===== src/rtl/mux_arb_pkg.sv =====
// Shared constants, FSM state type and a one-hot helper for the
// eight-way round-robin mux arbiter.
package mux_arb_pkg;

   localparam int N_REQ = 8;
   localparam int SEL_W = 3;

   typedef enum logic {
      IDLE = 1'b0,
      BUSY = 1'b1
   } arb_state_e;

   function automatic logic [N_REQ-1:0] sel_onehot(input logic [SEL_W-1:0] sel);
      logic [N_REQ-1:0] v;
      v = '0;
      v[sel] = 1'b1;
      return v;
   endfunction

endpackage


===== src/rtl/rr_pick8.sv =====
// Combinational rotating-priority picker: returns the first set request
// found when searching ptr, ptr+1, ... modulo 8.
module rr_pick8
   import mux_arb_pkg::*;
(
   input  logic [N_REQ-1:0] req,
   input  logic [SEL_W-1:0] ptr,
   output logic             any,
   output logic [SEL_W-1:0] idx
);

   logic [N_REQ-1:0] rot;
   logic [SEL_W-1:0] off;

   // rot[k] is the request sitting k places after ptr; the index sum wraps naturally
   genvar gi;
   generate
      for (gi = 0; gi < N_REQ; gi++) begin : g_rot
         assign rot[gi] = req[ptr + SEL_W'(gi)];
      end
   endgenerate

   always_comb begin
      off = '0;
      for (int k = N_REQ - 1; k >= 0; k--) begin
         if (rot[k]) begin
            off = SEL_W'(k);
         end
      end
   end

   assign any = |req;
   assign idx = ptr + off;

endmodule


===== src/rtl/rr_mux_arbiter8.sv =====
// Eight-requester round-robin arbiter feeding a registered valid/ready
// output; the granted word is captured at grant time and held until accepted.
module rr_mux_arbiter8
   import mux_arb_pkg::*;
#(
   parameter int WIDTH = 8
) (
   input  logic                   clk,
   input  logic                   rst_n,
   input  logic [N_REQ-1:0]       req,
   input  logic [N_REQ*WIDTH-1:0] data_in,
   output logic [N_REQ-1:0]       ack,
   output logic                   out_valid,
   input  logic                   out_ready,
   output logic [WIDTH-1:0]       out_data,
   output logic [SEL_W-1:0]       out_src
);

   arb_state_e       state_q;
   logic [SEL_W-1:0] ptr_q;
   logic             out_valid_q;
   logic [WIDTH-1:0] out_data_q;
   logic [SEL_W-1:0] out_src_q;
   logic [N_REQ-1:0] ack_q;

   logic [N_REQ-1:0] req_eff;
   logic             pick_any;
   logic [SEL_W-1:0] pick_idx;
   logic [WIDTH-1:0] word [N_REQ];

   genvar gi;
   generate
      for (gi = 0; gi < N_REQ; gi++) begin : g_word
         assign word[gi] = data_in[gi*WIDTH +: WIDTH];
      end
   endgenerate

   // The requester just acked may still show req high this cycle; don't re-grant it.
   assign req_eff = req & ~ack_q;

   rr_pick8 u_pick (
      .req (req_eff),
      .ptr (ptr_q),
      .any (pick_any),
      .idx (pick_idx)
   );

   always_ff @(posedge clk or negedge rst_n) begin
      if (!rst_n) begin
         state_q     <= IDLE;
         ptr_q       <= '0;
         out_valid_q <= 1'b0;
         out_data_q  <= '0;
         out_src_q   <= '0;
         ack_q       <= '0;
      end else begin
         ack_q <= '0;
         case (state_q)
            IDLE: begin
               if (pick_any) begin
                  out_src_q   <= pick_idx;
                  out_data_q  <= word[pick_idx];
                  out_valid_q <= 1'b1;
                  state_q     <= BUSY;
               end
            end
            BUSY: begin
               if (out_ready) begin
                  out_valid_q <= 1'b0;
                  ack_q       <= sel_onehot(out_src_q);
                  ptr_q       <= out_src_q + SEL_W'(1);
                  state_q     <= IDLE;
               end
            end
         endcase
      end
   end

   assign ack       = ack_q;
   assign out_valid = out_valid_q;
   assign out_data  = out_data_q;
   assign out_src   = out_src_q;

endmodule


===== config.mk =====
export PLATFORM = sky130hd
export DESIGN_NAME = rr_mux_arbiter8
export DESIGN_NICKNAME = d
export VERILOG_FILES = /design/src/rtl/mux_arb_pkg.sv /design/src/rtl/rr_pick8.sv /design/src/rtl/rr_mux_arbiter8.sv
export SDC_FILE = /design/constraint.sdc
export NUM_CORES = 1
export LEC_CHECK = 0
export CORE_AREA = 2 2 72 74
export CTS_CLUSTER_DIAMETER = 30
export DETAILED_ROUTE_END_ITERATION = 7
export DIE_AREA = 0 0 74 76
export GPL_TIMING_DRIVEN = 0
export PLACE_DENSITY = 0.86
export SYNTH_ARGS = -nofsm -noshare
export SYNTH_HDL_FRONTEND = slang
export SYNTH_SLANG_ARGS = --single-unit

===== constraint.sdc =====
create_clock -name clk -period 10.91 [get_ports clk]
set_input_delay 1.6365 -clock clk [delete_from_list [all_inputs] [get_ports clk]]
set_output_delay 1.6365 -clock clk [all_outputs]
set_load 0.01 [all_outputs]

---- Word-level counts from Yosys, hierarchy flattened ----
Cells that the tools add are included.
storage, ports and cells
  logic and storage cells ................. 74
  output and inout bits ................... 20
  input port bits ......................... 75
  bits in registers ....................... 24
cells by class
  $lt $le $gt $ge ......................... 11
  eq/ne operators ......................... 2
  muxes and demuxes ....................... 37
  bitwise operators ....................... 4
  reduce and logical (&&, ||, !) cells .... 5
  add/sub/neg operators ................... 9
operator list
  cell                   number
  $lt A3 B4 Y1 const B   9
  $mux W8                4
  $bmux W1 S3            8
  $bmux W8 S3            1
  $mux W3                8
  $mux W1                13
  $add A3 B3 Y3 const B  4
  $and A8 B8 Y8          1
  $not A8 Y8             1
  $reduce_or A8 Y1       1
  $add A3 B1 Y3 const B  2
  $add A3 B2 Y3 const B  2
  $reduce_and A2 Y1      3
  $ge A4 B4 Y1 const B   1
  $ne A2 B2 Y1 const B   2
  $not A3 Y4             1
  $pmux W1 S2            2
  $add A3 B3 Y3          1
  $demux W1 S3           1
  $ge A3 B1 Y1 const B   1
  $logic_and A1 B1 Y1    1
  $not A1 Y1             1

---- Logic depth before layout (Yosys ltp) ----
  word-level depth ........................ 17
  gate-level depth with buffers ........... 19
  gate-level depth less buffers ........... 15

---- By module ----
Synthesis repeated with hierarchy kept, for this count alone.
second synthesis, totals
  cells, all modules ...................... 205
  area, all modules ....................... 2,174.6 um^2
modules (own cells, without submodules)
  module           sequential area each (um^2)  times used  area each (um^2)  cells an instance
  rr_mux_arbiter8  600.6                        1           1,551.5           139
  rr_pick8         0.0                          1           623.1             66

---- Worst setup path before layout ----
No wires, ideal clock.
  path type ............................... input port to flip-flop
  start ................................... input req[0]
  end ..................................... register out_data_q[0], in the netlist out_data[0]
  arrival time ............................ 4.686 ns
  path slack .............................. 6.083 ns
  stages on the path ...................... 13
  library setup time ...................... 0.141 ns
  required time ........................... 10.769 ns
  path buffers ............................ 2
  path through ............................ and2b_1 mux4_1 mux2i_4 a21boi_0 o221ai_1 a21boi_0 ha_1 fa_1 buf_1 clkbuf_1 mux4_2 o21ai_1 a31oi_1
on the way
  longest elaborated chain between the ends .. 16
  elaborated cells on any way between the ends .. 32
  classes of those cells .................. add/sub (1); mux (27); bitwise (2); reduce/logical (2)
RTL lines
  item                                           line                   text
  start, declared                                rr_mux_arbiter8.sv:10  input logic [N_REQ-1:0] req,
  $and A8 B8 Y8 *                                rr_mux_arbiter8.sv:39  assign req_eff = req & ~ack_q;
  $bmux W1 S3                                    rr_pick8.sv:19         assign rot[gi] = req[ptr + SEL_W'(gi)];
  $mux W1 (not written as such)                  rr_pick8.sv:19
  $mux W3 (7 in series)                          rr_pick8.sv:26         if (rot[k]) begin
  $mux W3 *                                      rr_pick8.sv:26
  $add A3 B3 Y3 *                                rr_pick8.sv:33         assign idx = ptr + off;
  named net pick_idx[1]                          rr_mux_arbiter8.sv:28  logic [SEL_W-1:0] pick_idx;
  $not A3 Y4 (not written as such) *             rr_mux_arbiter8.sv:62  out_data_q <= word[pick_idx];
  $bmux W8 S3 *                                  rr_mux_arbiter8.sv:62
  $mux W8 (not written as such) * (2 in series)  rr_mux_arbiter8.sv:62
  end signal, assigned                           rr_mux_arbiter8.sv:62
  end, declared                                  rr_mux_arbiter8.sv:22  logic [WIDTH-1:0] out_data_q;
The timed path passes the listed nets; every way through them passes the cells marked *. The select of a mux whose other input is x is not followed.
A chain may end at the register's enable or synchronous reset.

---- Worst setup path in the final report ----
  start ................................... input req[0]
  end ..................................... register out_data_q[3], in the netlist out_data[3]
Same word-level chain as after synthesis.

==> results by stage <==
Finish:
- The filler cell count in the final layout is 376.
- In the final layout, flip-flops and latches occupy 601 um^2.
- The signed area change from the synthesized netlist to the final layout is 49.5%.
- The area taken by multi-input logic gates is 1500 um^2.
- After the flow finishes, the layout carries non-filler instances totaling 359.
- The layout net count is 370.
- 0 antenna diodes ended up in the layout.
- Cells with a size suffix above 1 make up 16.3% of the layout.

CTS:
- At the later pin of the worst-skew pair, clock insertion delay measures 0.27 ns.
- After clock tree synthesis, the clock-pin slew on the worst setup and hold paths is 0.08 ns.
- The post-cts hold buffer count is 0.
- In this run the number of H-tree levels came out at 1.
- The count of instances resized after the clock tree is built is 0.
- The clock sink total is 24.
- The largest buffer count on any clock path is 2.
- The clock root buffer is sky130_fd_sc_hd__clkbuf_8.
- The number of setup buffers added after CTS is 0.
- The total CTS buffers is 3.
- TritonCTS built the clock tree.

Detailed routing:
- The total length of routed wires is 6610 um.
- The average via count per standard cell is 6.00.
- In this run the remaining antenna-violating nets after routing total 0.
- The detailed-route wire length per cell is 18.4 um.
- After detailed routing, the number of remaining DRC violations is 0.
- The number of DRC markers after the initial detailed-route iteration is 155.
- The total number of vias is 2155.
- Before antenna repair, the detailed router went through 5 iterations.

Synthesis:
- The mapped cell area is 2190 um^2.
- After synthesis, the netlist uses 56 different library cells.
- For this run, the number of Yosys warnings is 0.
- The post-synth net total is 271.
- After synthesis the netlist holds a flip-flop and latch count of 24.
- The gate count of the mapped netlist is 191.
- The mean instance size in the synthesized netlist is 11.5 um^2.
- The sequential fraction of the synthesis area is 27.4%.

Pwr:
- The overall power consumption is 0.00123 W.
- The total leakage power is 1.23 nW.
- Dividing total power by cell area gives a power density of 376 nW/um^2.
- IR analysis of the VDD net gives a maximum drop of 210 uV.

STA:
- The setup TNS is 0 ns.
- The hold violation total from the final report came to 0.
- The number of pins with negative max-slew slack in the final report is 0.
- The routed design could run at a clock period as short as 5.70 ns.
- Setup repair after global routing left no endpoint under its margin.
- Measured against its own limit, the worst slew margin works out to 28.9%.
- The slew of the pin with the lowest slew margin is 1.06 ns.
- The worst clock skew is 0.00353 ns.
- The maximum clock frequency is 175 MHz.
- The final period utilization is 52.3%.
- Setup violations remaining at the end of the flow were counted as 0.

Outcome:
- The run finished with clean final reports.

Floorplanning:
- 95 I/O pins were placed.
- The die boundary height is 76 um.
- The initial utilization of the core area, before any placement, comes to 44.6%.
- The core region area is 4910 um^2.
- The die covers 5620 um^2.
- The die boundary width is 74 um.
- The initialized floorplan defines 26 standard-cell rows.

Worst hold path:
- The path with the worst hold slack has its endpoint at out_valid.
- In this run the worst hold path is classified as reg2reg.
- The critical hold path startpoint is state_q.
- Along the worst hold path, the cell count comes to 1.

Global route:
- The via count of the first global-routing pass is 2206.
- The first-pass GRT wire length is 10700 um.
- Entering global routing, the biggest net connects 25 pins.
- Global routing used 24.6% of the available tracks across all layers.
- The number of antenna violations at the first check in global routing is 0.
- The global route total overflow is 0.

Critical path:
- At the worst endpoint, the arrival time is 5.83 ns.
- The worst-case reg-to-reg path depth is 19.
- The critical setup path kind is in2reg.
- In this run the worst path has a maximum fanout of 10.
- The endpoint of the worst-slack reg-to-reg timing path is out_data[3].
- The kind of capture point of the worst setup path is a flop.
- The internal reg-to-reg setup slack is 6.07 ns.
- The worst setup path is launched from an input pin.
- The reg-to-reg critical path startpoint is ptr_q[0].
- For the worst setup path, the data required time is 11.04 ns.

Flow run:
- The tool flagged a number of max-cap violations equal to 0.

Placed design:
- The post-DP HPWL is 5290 um.
- Including well taps, the total number of placed cells is 355.
- The last weighted congestion value of the routability-driven placer is 0.867.
- The number of port buffers is 94.
==> layout by cell type, fill, tap and decap left out, types with 3 or more instances in the layout <==
| cell type | n |
|---|---|
| sky130_fd_sc_hd__nor4bb_1 | 3 |
| sky130_fd_sc_hd__mux2i_4 | 4 |
| sky130_fd_sc_hd__nor2_1 | 15 |
| sky130_fd_sc_hd__ha_1 | 4 |
| sky130_fd_sc_hd__a31oi_1 | 8 |
| sky130_fd_sc_hd__dfrtp_1 | 24 |
| sky130_fd_sc_hd__nand2_1 | 9 |
| sky130_fd_sc_hd__xor2_1 | 4 |
| sky130_fd_sc_hd__buf_6 | 3 |
| sky130_fd_sc_hd__nand3_1 | 11 |
| sky130_fd_sc_hd__clkbuf_8 | 4 |
| sky130_fd_sc_hd__clkdlybuf4s50_1 | 94 |
| sky130_fd_sc_hd__mux2_2 | 3 |
| sky130_fd_sc_hd__nor2b_1 | 7 |
| sky130_fd_sc_hd__clkbuf_1 | 3 |
| sky130_fd_sc_hd__nor4_1 | 4 |
| sky130_fd_sc_hd__o21ai_1 | 8 |
| sky130_fd_sc_hd__o21ai_0 | 4 |
| sky130_fd_sc_hd__inv_1 | 3 |
| sky130_fd_sc_hd__xnor2_1 | 3 |
| sky130_fd_sc_hd__mux4_2 | 19 |
| sky130_fd_sc_hd__a41o_1 | 4 |
==> Yosys cell counts, drive strengths merged <==
library cell | count | area share [%]
clkbuf | 3 | 0.51
o41ai | 2 | 1.1
dfrtp | 24 | 27
or2 | 1 | 0.29
and2b | 1 | 0.34
and4bb | 1 | 0.57
o221ai | 1 | 0.40
xor2 | 4 | 1.6
nand2b | 1 | 0.29
or4b | 2 | 0.91
nor4 | 4 | 1.1
a41o | 4 | 1.8
mux4 | 20 | 21
or4bb | 2 | 1.0
a21boi | 2 | 0.69
nand3b | 1 | 0.34
buf | 8 | 3.1
o2111a | 2 | 1.1
ha | 4 | 2.3
mux2i | 4 | 4.1
and4b | 2 | 0.91
nor3 | 3 | 1.2
xnor2 | 3 | 1.2
or3b | 1 | 0.40
a21oi | 3 | 1.2
o21ai | 13 | 3.5
and3 | 3 | 1.3
fa | 1 | 0.91
nand4bb | 2 | 1.0
a31oi | 8 | 2.3
nor4b | 2 | 0.80
nand2 | 9 | 1.5
nor4bb | 3 | 1.4
nor2 | 15 | 2.6
nor2b | 7 | 2.0
nand4b | 2 | 0.80
inv | 3 | 0.51
o211ai | 1 | 0.34
mux2 | 3 | 1.5
nand4 | 2 | 0.57
nand3 | 13 | 3.8
o21a | 1 | 0.34
==> power by group <==
group	internal (W)	total, W	switching (W)
clock	0.0000323	0.0000609	0.0000286
combinational	0.000509	0.00102	0.000509
sequential	0.000121	0.000152	0.0000310
total	0.000662	0.00123	0.000569
==> worst max-delay path by stage <==
stage | start | to | slack, ns | cells past startpoint
3_5_place_dp | req[0] | out_data[0] | 4.98 | 14
5_1_grt | req[0] | out_data[3] | 5.11 | 14
3_3_place_gp | req[0] | out_data[4] | 5.10 | 14
4_1_cts | req[0] | out_data[3] | 5.25 | 14
6_report | req[0] | out_data[3] | 5.21 | 14
2_1_floorplan | req[0] | out_data[0] | 6.08 | 13
==> per-stage QoR <==
stage                     hold slack [ns]  utilization [%]  area, um^2  worst slack (ns)
after floorplan                     0.500                -        2190              6.08
after CTS                           0.546             66.6        3270              5.25
final                               0.545             66.6        3270              5.21
after detailed placement            0.534             65.5        3220              4.98
after global routing                0.583             66.6        3270              5.11
after global placement              0.522             65.5        3220              5.10
==> worst max-delay path, stage by stage <==
cell and delay (ns):
sky130_fd_sc_hd__clkdlybuf4s50_1 0.45, sky130_fd_sc_hd__and2b_1 0.20, sky130_fd_sc_hd__mux4_1 0.61, sky130_fd_sc_hd__mux2i_4 0.22, sky130_fd_sc_hd__a21boi_0 0.12, sky130_fd_sc_hd__o221ai_1 0.19, sky130_fd_sc_hd__a21boi_0 0.13, sky130_fd_sc_hd__ha_1 0.23
sky130_fd_sc_hd__fa_1 0.51, sky130_fd_sc_hd__buf_1 0.43, sky130_fd_sc_hd__clkbuf_1 0.51, sky130_fd_sc_hd__mux4_2 0.40, sky130_fd_sc_hd__o21ai_1 0.11, sky130_fd_sc_hd__a31oi_1 0.10
==> sequential cells by signal, summed over array words and instances, names as in the netlist <==
register and cells:
state_q 1, out_src 3, out_data 8, ptr_q 3
out_valid 1, ack 8
==> layer usage <==
metal | track usage [%] | wire length [um] | vias to the layer above
li1 | - | - | 964
met2 | 40.8 | 3470 | 108
met4 | 10.2 | 199 | 0
met3 | 3.97 | 391 | 21
met1 | 31.5 | 2540 | 1062
met5 | 0 | 0 | -
==> layout make-up <==
type                    instances  area share (%)
multi-input cells             153            45.8
plain buffers                  11            2.45
flip-flops and latches         24            18.3
clock buffers                   4            1.68
inverters                       3           0.344
well taps                      70            2.68
repair buffers                 94            28.7
==> cell families (layout without fill, tap and decap cells) <==
group / count (synthesis) / after routing / synth area share [%]
AOI/OAI and AO/OA: 37 / 37 / 12.8
xor gates and xnor gates: 7 / 7 / 2.80
adders and majority gates: 5 / 5 / 3.20
buffers and inverters: 14 / 112 / 4.17
DFF: 24 / 24 / 27.4
muxes: 27 / 27 / 26.4
and+or+nand+nor: 77 / 77 / 23.2
(Power assumes the default switching activity.)
